File: src/rtl/tpu_sequencer.sv
// tpu_sequencer: job sequencer feeding serial operands into the TinyTPU core and draining its serial result.
// Ports:
//   clk, rst (async, active-low)
//   host job:    start, num_steps -> busy, done, err
//   host load:   in_valid, x_bit, y_bit -> in_ready
//   core load:   load_en, data_in_x, data_in_y, init
//   core result: data_out_z, tx_ready -> z_bit, z_valid
module tpu_sequencer #(
  parameter int D_W         = 8,
  parameter int N           = 2,
  parameter int WORD        = 8,
  parameter int STEP_W      = 8,
  parameter int COMPUTE_LAT = 3*N-1,
  parameter int TX_TIMEOUT  = 255
) (
  input  logic              clk,
  input  logic              rst,
  input  logic              start,
  input  logic [STEP_W-1:0] num_steps,
  output logic              busy,
  output logic              done,
  output logic              err,
  input  logic              in_valid,
  output logic              in_ready,
  input  logic              x_bit,
  input  logic              y_bit,
  output logic              load_en,
  output logic              data_in_x,
  output logic              data_in_y,
  output logic              init,
  input  logic              data_out_z,
  input  logic              tx_ready,
  output logic              z_bit,
  output logic              z_valid
);
  localparam int LOAD_BITS = N*WORD;
  localparam int OUT_BITS  = N*N*2*D_W;
  localparam int BW = LOAD_BITS   > 1 ? $clog2(LOAD_BITS)   : 1;
  localparam int LW = COMPUTE_LAT > 1 ? $clog2(COMPUTE_LAT) : 1;
  localparam int OW = OUT_BITS    > 1 ? $clog2(OUT_BITS)    : 1;
  localparam int TW = $clog2(TX_TIMEOUT+1);
  localparam logic [BW-1:0] BIT_LAST = BW'(LOAD_BITS-1);
  localparam logic [LW-1:0] LAT_LAST = LW'(COMPUTE_LAT-1);
  localparam logic [OW-1:0] OUT_LAST = OW'(OUT_BITS-1);
  localparam logic [TW-1:0] TMO      = TW'(TX_TIMEOUT);
  typedef enum logic [2:0] {IDLE, LOAD, COMPUTE, FLUSH, WAIT_TX, DONE} state_t;
  state_t state, nxt;
  logic [STEP_W-1:0] steps, step_cnt;
  logic [BW-1:0] bit_cnt;
  logic [LW-1:0] lat_cnt;
  logic [OW-1:0] out_cnt;
  logic [TW-1:0] timer;
  assign load_en   = in_valid & in_ready;
  assign data_in_x = x_bit;
  assign data_in_y = y_bit;
  assign z_bit     = data_out_z;
  // Result bits pass straight through so each core strobe is seen the same cycle.
  assign z_valid   = tx_ready & (state == WAIT_TX);
  always_comb begin
    nxt = state;
    case (state)
      IDLE:    if (start) nxt = (num_steps == '0) ? DONE : LOAD;
      LOAD:    if (load_en && bit_cnt == BIT_LAST) nxt = COMPUTE;
      COMPUTE: if (lat_cnt == LAT_LAST) nxt = (step_cnt == steps - 1'b1) ? FLUSH : LOAD;
      FLUSH:   nxt = WAIT_TX;
      WAIT_TX: if ((z_valid && out_cnt == OUT_LAST) || (!tx_ready && timer == TMO)) nxt = DONE;
      DONE:    nxt = IDLE;
      default: nxt = IDLE;
    endcase
  end
  // Status outputs are registered from the next state so they line up with the state they describe.
  always_ff @(posedge clk or negedge rst) begin
    if (!rst) begin
      state    <= IDLE;
      busy     <= 1'b0;
      done     <= 1'b0;
      err      <= 1'b0;
      in_ready <= 1'b0;
      init     <= 1'b0;
      steps    <= '0;
      step_cnt <= '0;
      bit_cnt  <= '0;
      lat_cnt  <= '0;
      out_cnt  <= '0;
      timer    <= '0;
    end else begin
      state    <= nxt;
      busy     <= nxt != IDLE;
      done     <= nxt == DONE;
      in_ready <= nxt == LOAD;
      init     <= nxt == FLUSH;
      case (state)
        IDLE: if (start) begin
          steps    <= num_steps;
          err      <= 1'b0;
          step_cnt <= '0;
          bit_cnt  <= '0;
        end
        LOAD: if (load_en) begin
          bit_cnt <= (bit_cnt == BIT_LAST) ? '0 : bit_cnt + 1'b1;
          lat_cnt <= '0;
        end
        COMPUTE: begin
          lat_cnt <= lat_cnt + 1'b1;
          if (lat_cnt == LAT_LAST) begin
            step_cnt <= step_cnt + 1'b1;
            bit_cnt  <= '0;
          end
        end
        FLUSH: begin
          timer   <= '0;
          out_cnt <= '0;
        end
        WAIT_TX:
          if (tx_ready) begin
            out_cnt <= out_cnt + 1'b1;
            timer   <= '0;
          end else if (timer == TMO) err <= 1'b1;
          else timer <= timer + 1'b1;
        default: ;
      endcase
    end
  end
endmodule

File: config.mk
export PLATFORM = sky130hd
export DESIGN_NAME = tpu_sequencer
export DESIGN_NICKNAME = d
export VERILOG_FILES = /design/src/rtl/tpu_sequencer.sv
export SDC_FILE = /design/constraint.sdc
export NUM_CORES = 1
export LEC_CHECK = 0
export CORE_MARGIN = 5
export CORE_UTILIZATION = 55
export DETAILED_ROUTE_END_ITERATION = 10
export GPL_TIMING_DRIVEN = 0
export PLACE_DENSITY = 0.84
export SYNTH_ARGS = -nofsm -noshare
export SYNTH_HDL_FRONTEND = slang
export SYNTH_SLANG_ARGS = --single-unit
export TNS_END_PERCENT = 5
File: constraint.sdc
create_clock -name clk -period 2.33 [get_ports clk]
set_input_delay 0.233 -clock clk [delete_from_list [all_inputs] [get_ports clk]]
set_output_delay 0.233 -clock clk [all_outputs]
set_load 0.03 [all_outputs]
# Word-level counts from Yosys, hierarchy flattened
# Cells that the tools add are included.
# classes
n_mux,26
mul,0
n_addsub,6
n_eq_ne,19
n_bitwise,2
order_cmp,0
shift,0
n_div,0
n_reduce_logical,20
# op_table
op,n
8-bit 2-to-1 mux,4
8-bit one-hot mux with 2 select lines,2
3-bit 2-to-1 mux,6
8-bit by 1-bit adder with 8-bit output (second input constant),2
4-bit 2-to-1 mux,4
3-bit one-hot mux with 5 select lines,1
4-bit one-hot mux with 3 select lines,1
6-bit one-hot mux with 2 select lines,1
2-bit != test (second input constant),5
3-bit by 2-bit equality test with 1-bit output (second input constant),3
3-bit equality test (second input constant),3
8-bit equality test,1
8-bit equality test (second input constant),1
8-bit logical NOT,1
2-bit AND reduction,4
4-bit AND reduction,2
2-bit nonzero test,4
8-bit by 1-bit subtractor with 8-bit output (second input constant),1
6-bit by 1-bit adder with 6-bit output (second input constant),1
3-bit by 1-bit equality test with 1-bit output (second input constant),2
6-bit equality test (second input constant),1
6-bit 2-to-1 mux,1
3-bit one-hot mux with 2 select lines,1
3-bit nonzero test,2
14 further kinds,19
# totals
elab_cells,85
latch_bits,0
ram_bits,0
regBits,45
inputBits,16
romBits,0
memories,0

# Logic depth before layout (Yosys ltp)
# Gate-level depths: netlist of the first run.
# logic_depth
word_depth,7
mapped_depth,7
ltp_nobuf,7

# Worst setup path after synthesis of the first run
# No wires, ideal clock.
# synth_timing
path_type,register -> register
start,register steps[0]
end,register state[1]
setup_slack_ns,0.280
required_time_ns,2.203
path_stages_with_launch,8
t_arrival_ns,1.923
path_cell_list,dfrtp_1 inv_1 ha_1 or3b_2 o31a_1 o2111ai_1 a311oi_2 or2_2
# synth_between
elab_chain_len,5
# synth_lines
item,line,source
from (decl),48,"logic [STEP_W-1:0] steps, step_cnt;"
from (signal assigned),94,steps <= num_steps;
8-bit by 1-bit subtractor with 8-bit output,64,COMPUTE: if (lat_cnt == LAT_LAST) nxt = (step_cnt == steps - 1'b1) ? FLUSH : LOAD;
8-bit equality test,64,
2-bit 2-to-1 mux,64,
3-bit 2-to-1 mux,64,
3-bit one-hot mux with 5 select lines,61,case (state)
named net nxt[1],47,"state_t state, nxt;"
to (signal assigned),87,state <= nxt;
to (decl),47,
# The timed path passes the listed nets, and every way through them passes these cells.
# A chain may end at the register's enable or synchronous reset.

# Worst setup path after layout of the first run
# Ends and elaborated chain as after synthesis.

==> qor.csv, run 1 <==
metric,value,unit
status,"finished, final reports clean",
die_area,5936,µm²
cts_buffer_depth,2,
die_w,77.05,µm
drcViolationCount,0,
syn_area,2472,µm²
final_nets,311,
io_pins,26,
fin_skew,0.004774,ns
multi_input_area,1231,µm²
cts.htree.levels,2,
crit_required,2.51,ns
route.vias.total,1953,
max_freq,454.0,MHz
seq_area,1126,µm²
cts_inserted_buffers,5,
rsz0062_at_grt,yes,
drv_cap,0,
switchingPower,0.8189,mW
cp-start-kind,flop,
yosys_warnings,0,
synthTopCellsByArea,"dfrtp_1 (46%), nand2_1 (4.7%), xnor2_1 (4.3%), nor2_1 (3.9%), ha_1 (3.5%)",
synth_ff_type,dfrtp_1,
cts.sinks,45,
final_util,66.18,%
overflow,0,
synth-seq-cells,45,
grt_max_degree,30,
slew_headroom,58.04,%
cts_root_buf,clkbuf_8,
dpl.hpwl,3690,µm
synthAdderAreaFrac,3.543,%
min_path_type,input port to asynchronous set/reset pin,
post_cts_buffers,0,
synth-async-reset-ratio,100.0,%
grt_pass1_vias,1970,
synth_most_common_cell,dfrtp_1,
initial_core_util,56.78,%
yosysTopAreaCellShare,45.55,%
comb_power_share,34.0,%
final-setup-viol-count,0,
clk_latency,0.30,ns
grt_first_pass_wirelength,8887,µm
die_y,77.05,µm
gp_congestion,0.8734,
synth_nets,280,
power.internal,1.564,mW
synthSimpleGateAreaFrac,24.49,%
hold-worst-slack,0.3918,ns
synth-seq-area-share,45.55,%
post_drt_wl_per_cell,14.28,µm
post-route-period-util,94.53,%
grt_usage,17.97,%
routed_wirelength,4854,µm
worstPathMaxFanout,4,
p_per_area,827.1,nW/µm²
worst_pin_slew,0.6237,ns
place.port_buffers,22,
min_period,2.202,ns
clk_pin_slew_worst_paths,0.08,ns
drive_gt1_share,12.15,%
via_per_inst,5.744,
hold_viol_final,0,
drtPass1Iterations,4,
area_delta_synth_final,16.55,%
synth_compound_area_share,11.13,%
synthMuxAreaShare,2.277,%
vdd_ir_drop_max,0.5207,mV
rows,24,
p_leak,1.260,nW
criticalPathCategory,flop to flop,
ys_types,52,
syn_inst,257,
worst_setup_path_end_kind,flop,
synth_edf_count,0,
num_antenna_cells,0,
fillerInstances,346,
yosysTopAreaCell,dfrtp_1,
finalMaxSlewViolations,0,
antenna_found_initial,0,
critPathArrivalTime,2.38,ns
synth-xor-area-share,7.794,%
cts_tree,built,
synth_top_family_by_area,simple AND/OR/NAND/NOR gates,
power_frac_seq,45.5,%
coreArea,4354,µm²
p_clk_share,20.4,%
drt_iter0_drc,107,
synth_common_cells,"dfrtp_1 (45), nand2_1 (31), nor2_1 (26), o21ai_0 (17)",
ant_nets,0,
power_switching_share,34.36,%
syn_area_per_cell,9.620,µm²
==> power groups by stage <==
stage | Sequential (mW) | Clock [mW] | Combinational (mW)
3_3_place_gp | 1.09 | 0 | 0.779
5_1_grt | 1.11 | 0.530 | 0.910
2_1_floorplan | 1.09 | 0 | 0.591
3_5_place_dp | 1.10 | 0 | 0.809
4_1_cts | 1.08 | 0.501 | 0.811
6_report | 1.09 | 0.487 | 0.810
==> layer usage <==
layer / vias up / part of all wire [%] / GRT usage (%) / wire [µm]
met5: - / 0 / 0 / 0
met4: 0 / 1.6 / 5.155 / 78
met3: 8 / 4.1 / 4.098 / 201
met2: 32 / 47 / 29.03 / 2291
met1: 947 / 47 / 24.19 / 2283
li1: 966 / - / - / -
==> worst max-delay path, cell delays in order, from the launching register on <==
cell and delay [ns]:
dfrtp_1 0.43, inv_1 0.10, ha_1 0.18, or3b_2 0.48, o31a_1 0.26, o2111ai_1 0.22, a311oi_2 0.10, or2_2 0.32
==> cells in the final DEF, fill, tap and decap left out, types with 7 or more instances in the layout <==
cell	n
nor3_1	7
a21oi_1	7
o21ai_0	17
xnor2_1	12
inv_1	12
nand4_1	10
nand2_1	31
dfrtp_1	45
nor2_1	26
ha_1	7
xor2_1	10
clkdlybuf4s50_1	20
==> logic make-up (layout without fill, tap and decap cells) <==
logic type | Yosys count | in the layout
AO/OA/AOI/OAI | 42 | 42
AND/OR/NAND/NOR | 114 | 114
adder cells (fa/ha/maj) | 7 | 7
multiplexers | 5 | 5
flip-flops | 45 | 45
XOR/XNOR | 22 | 22
buffers and inverters | 22 | 53
==> area by class of cell <==
| type | instances | area share [%] |
|---|---|---|
| multi-input cells | 190 | 42.73 |
| flip-flops and latches | 45 | 39.08 |
| repair buffers | 24 | 8.467 |
| clock buffers | 7 | 2.996 |
| plain buffers | 10 | 2.909 |
| well taps | 52 | 2.258 |
| inverters | 12 | 1.563 |
==> sequential cells by signal, summed over array words and instances, names as in the netlist <==
| signal | flops |
|---|---|
| lat_cnt | 3 |
| bit_cnt | 4 |
| busy | 1 |
| timer | 8 |
| in_ready | 1 |
| step_cnt | 8 |
| err | 1 |
| init | 1 |
| steps | 8 |
| done | 1 |
| out_cnt | 6 |
| state | 3 |
==> final timing paths <==
check,slack (ns),cells past startpoint,startpoint,endpoint
max in group asynchronous,1.45,3,rst,out_cnt[4]
min,0.39,2,rst,timer[0]
max,0.13,7,steps[0],state[1]
max reg2reg,0.13,7,steps[0],state[1]
min reg2reg,0.52,1,bit_cnt[0],bit_cnt[0]
min in group clk,0.52,1,bit_cnt[0],bit_cnt[0]
==> repair_timing <==
action                                 CTS  global route
setup endpoints to repair                1            18
pin swaps                                0             1
hold buffers                             1             0
gates resized for setup                  1             2
endpoints found under the hold margin   16             0
==> metrics by stage <==
stage / setup TNS (ns) / worst slack [ns] / instance area [µm²] / total power, mW / instances
6_report: 0 / 0.1275 / 2882 / 2.383 / 340
5_1_grt: -0.02881 / -0.01674 / 2882 / 2.549 / 340
4_1_cts: 0 / 0.06705 / 2868 / 2.393 / 340
3_5_place_dp: -0.8809 / -0.1156 / 2773 / 1.905 / 332
3_3_place_gp: -7.121 / -0.1493 / 2758 / 1.866 / 331
2_1_floorplan: 0 / 0.2796 / 2472 / 1.679 / 257
Note: power is estimated with default switching activity, not from simulation.
==> inputs of run 2 (changes only) <==
--- a/config.mk
+++ b/config.mk
@@ -5,7 +5,8 @@
 export SDC_FILE = /design/constraint.sdc
 export NUM_CORES = 1
 export LEC_CHECK = 0
-export CORE_MARGIN = 5
+export CORE_ASPECT_RATIO = 2
+export CORE_MARGIN = 3
 export CORE_UTILIZATION = 55
 export DETAILED_ROUTE_END_ITERATION = 10
 export GPL_TIMING_DRIVEN = 0
==> run 2 against run 1 <==
  * The flow now finishes with violations (negative setup slack)
  * Core utilization up 3.2 points
  * Power rose by 9.9%
  * Flip-flop and latch count unchanged
  * Non-clock buffer count unchanged
  * Highest routed layer unchanged
  * Worst setup slack lost 0.13 ns
==> qor.csv, run 2 (synthesized netlist as in run 1, its figures left out) <==
metric,value,unit,change
coreArea,4212,µm²,was 4354 µm²
cts_buffer_depth,2,,unchanged
seq_area,1126,µm²,unchanged
post-route-period-util,100.2,%,was 94.53%
cts.htree.levels,2,,unchanged
initial_core_util,58.70,%,was 56.78%
cts_tree,built,,unchanged
clk_latency,0.30,ns,about the same
drive_gt1_share,12.46,%,was 12.15%
final_nets,311,,unchanged
cpLargestDelayFamily,simple AND/OR/NAND/NOR gates,,unchanged
drv_cap,0,,unchanged
grt_usage,23.29,%,was 17.97%
min_period,2.334,ns,was 2.202 ns
top_regs,"step_cnt: 8 flops, steps: 8 flops, timer: 8 flops",,unchanged
layout_common_cells,"dfrtp_1 (45), nand2_1 (31), nor2_1 (26), clkdlybuf4s50_1 (20), o21ai_0 (17)",,unchanged
hold-worst-slack,0.4159,ns,was 0.3918 ns
final_common_cell,dfrtp_1,,unchanged
cpPeakStageDelay,0.51,ns,was 0.48 ns
cts_root_buf,clkbuf_8,,unchanged
cp_num_buf_inv,1,,unchanged
finalMaxSlewViolations,0,,unchanged
die_w,53.41,µm,was 77.05 µm
setup_ws,-0.004496,ns,was 0.1275 ns
worst_setup_path_end_kind,flop,,unchanged
max_freq,428.4,MHz,was 454.0 MHz
violations,negative setup slack,,
worst_pin_slew,0.7398,ns,was 0.6237 ns
rsz0062_at_grt,yes,,unchanged
slowest_stage,or4_1,,was or3b_2
gp_congestion,0.7776,,was 0.8734
cts_inserted_buffers,5,,unchanged
critPathArrivalTime,2.50,ns,was 2.38 ns
cp_cell_sequence,or3b_4 > or4_1 > buf_2 > o211a_1 > o21ai_2 > nor4b_2,,was inv_1 > ha_1 > or3b_2 > o31a_1 > o2111ai_1 > a311oi_2 > or2_2
tns,-0.004496,ns,was 0 ns
hold_viol_final,0,,unchanged
grt_max_degree,27,,was 30
io_pins,26,,unchanged
rows,33,,was 24
cts.sinks,45,,unchanged
fillerInstances,342,,was 346
drt_iter0_drc,40,,was 107
p_leak,1.278,nW,was 1.260 nW
routed_wirelength,5446,µm,was 4854 µm
slew_headroom,50.03,%,was 58.04%
ant_nets,0,,unchanged
grt_first_pass_wirelength,9328,µm,was 8887 µm
overflow,0,,unchanged
clk_pin_slew_worst_paths,0.09,ns,was 0.08 ns
area_delta_synth_final,18.17,%,was 16.55%
vdd_ir_drop_max,0.6725,mV,was 0.5207 mV
place.port_buffers,22,,unchanged
antenna_found_initial,0,,unchanged
drcViolationCount,0,,unchanged
drtPass1Iterations,5,,was 4
status,finished with violations,,"was finished, final reports clean"
die_y,100.8,µm,was 77.05 µm
grt_pass1_vias,2118,,was 1970
fin_skew,0.008368,ns,was 0.004774 ns
multi_input_area,1224,µm²,was 1231 µm²
p_per_area,896.4,nW/µm²,was 827.1 nW/µm²
cp-start-kind,flop,,unchanged
die_area,5385,µm²,was 5936 µm²
num_antenna_cells,0,,unchanged
criticalPathCategory,flop to flop,,unchanged
route.vias.total,1968,,was 1953
worstPathMaxFanout,6,,was 4
via_per_inst,5.771,,was 5.744
final-setup-viol-count,1,,was 0
post_drt_wl_per_cell,15.97,µm,was 14.28 µm
min_path_type,input port to asynchronous set/reset pin,,unchanged
dpl.hpwl,4182,µm,was 3690 µm
crit_required,2.49,ns,was 2.51 ns
run 2: area by class of cell:
cell class | count | area share, %
sequential | 45 | 38.54
clock inverter | 3 | 2.227
inverter | 12 | 1.542
timing repair buffer | 24 | 8.351
clock buffer | 5 | 2.355
buffer | 10 | 2.869
tap | 52 | 2.227
multi-input combinational | 190 | 41.88
run 2: path summary, 6_finish.rpt:
kind	startpoint	to	slack, ns	cells after the start
min reg2reg	bit_cnt[0]	bit_cnt[0]	0.52	1
min	rst	bit_cnt[3]	0.42	2
max in group asynchronous	rst	err	1.42	3
min in group clk	num_steps[5]	steps[5]	0.52	3
max reg2reg	state[0]	in_ready	-0.004	6
max	state[0]	in_ready	-0.004	6
run 2: power by group:
group	total [mW]	switching, mW	internal [mW]
logic	0.831	0.430	0.401
clock network	0.693	0.267	0.426
registers	1.09	0.167	0.927
total	2.62	0.864	1.75
run 2: per-stage QoR:
step	util, %	std cells	instance area, µm²	setup WS [ns]	power [mW]
after floorplan	-	257	2472	0.2796	1.679
final	69.37	341	2922	-0.004496	2.619
after CTS	69.22	341	2915	0.01042	2.624
after global placement	65.48	331	2758	-0.1481	1.882
after detailed placement	65.83	332	2773	-0.08986	1.929
after global routing	69.37	341	2922	-0.1367	2.769
run 2: per-layer routing:
metal  up-vias  global-route usage (%)  part of all wire (%)  routed length [µm]
li1        958                       -                     -                   -
met4         0                   11.42                   2.5                 134
met3        11                   3.111                   1.8                  98
met5         -                       0                     0                   0
met2        30                   43.05                    60                3254
met1       969                   24.14                    36                1958
run 2: worst register-to-register path: stages, from the launching register on:
cell and delay [ns]:
dfrtp_1 0.46, or3b_4 0.45, or4_1 0.51, buf_2 0.18
o211a_1 0.14, o21ai_2 0.11, nor4b_2 0.37
run 2: what timing repair did:
| action | in CTS | in global routing |
|---|---|---|
| cloned | 0 | 0 |
| hold buffers | 1 | 0 |
| resized for setup | 1 | 1 |
| hold endpoints to repair | 19 | 0 |
| setup buffers | 0 | 0 |
| pin swaps | 1 | 1 |
| setup endpoints to repair | 2 | 13 |
==> inputs of run 3 (changes only) <==
--- a/config.mk
+++ b/config.mk
@@ -8,6 +8,7 @@
 export CORE_ASPECT_RATIO = 2
 export CORE_MARGIN = 3
 export CORE_UTILIZATION = 55
+export CTS_BUF_LIST = sky130_fd_sc_hd__clkbuf_4 sky130_fd_sc_hd__clkbuf_8 sky130_fd_sc_hd__clkbuf_16
 export DETAILED_ROUTE_END_ITERATION = 10
 export GPL_TIMING_DRIVEN = 0
 export PLACE_DENSITY = 0.84
==> results of run 3 <==
No change in the layout: final DEF, timing and power equal those of run 2.
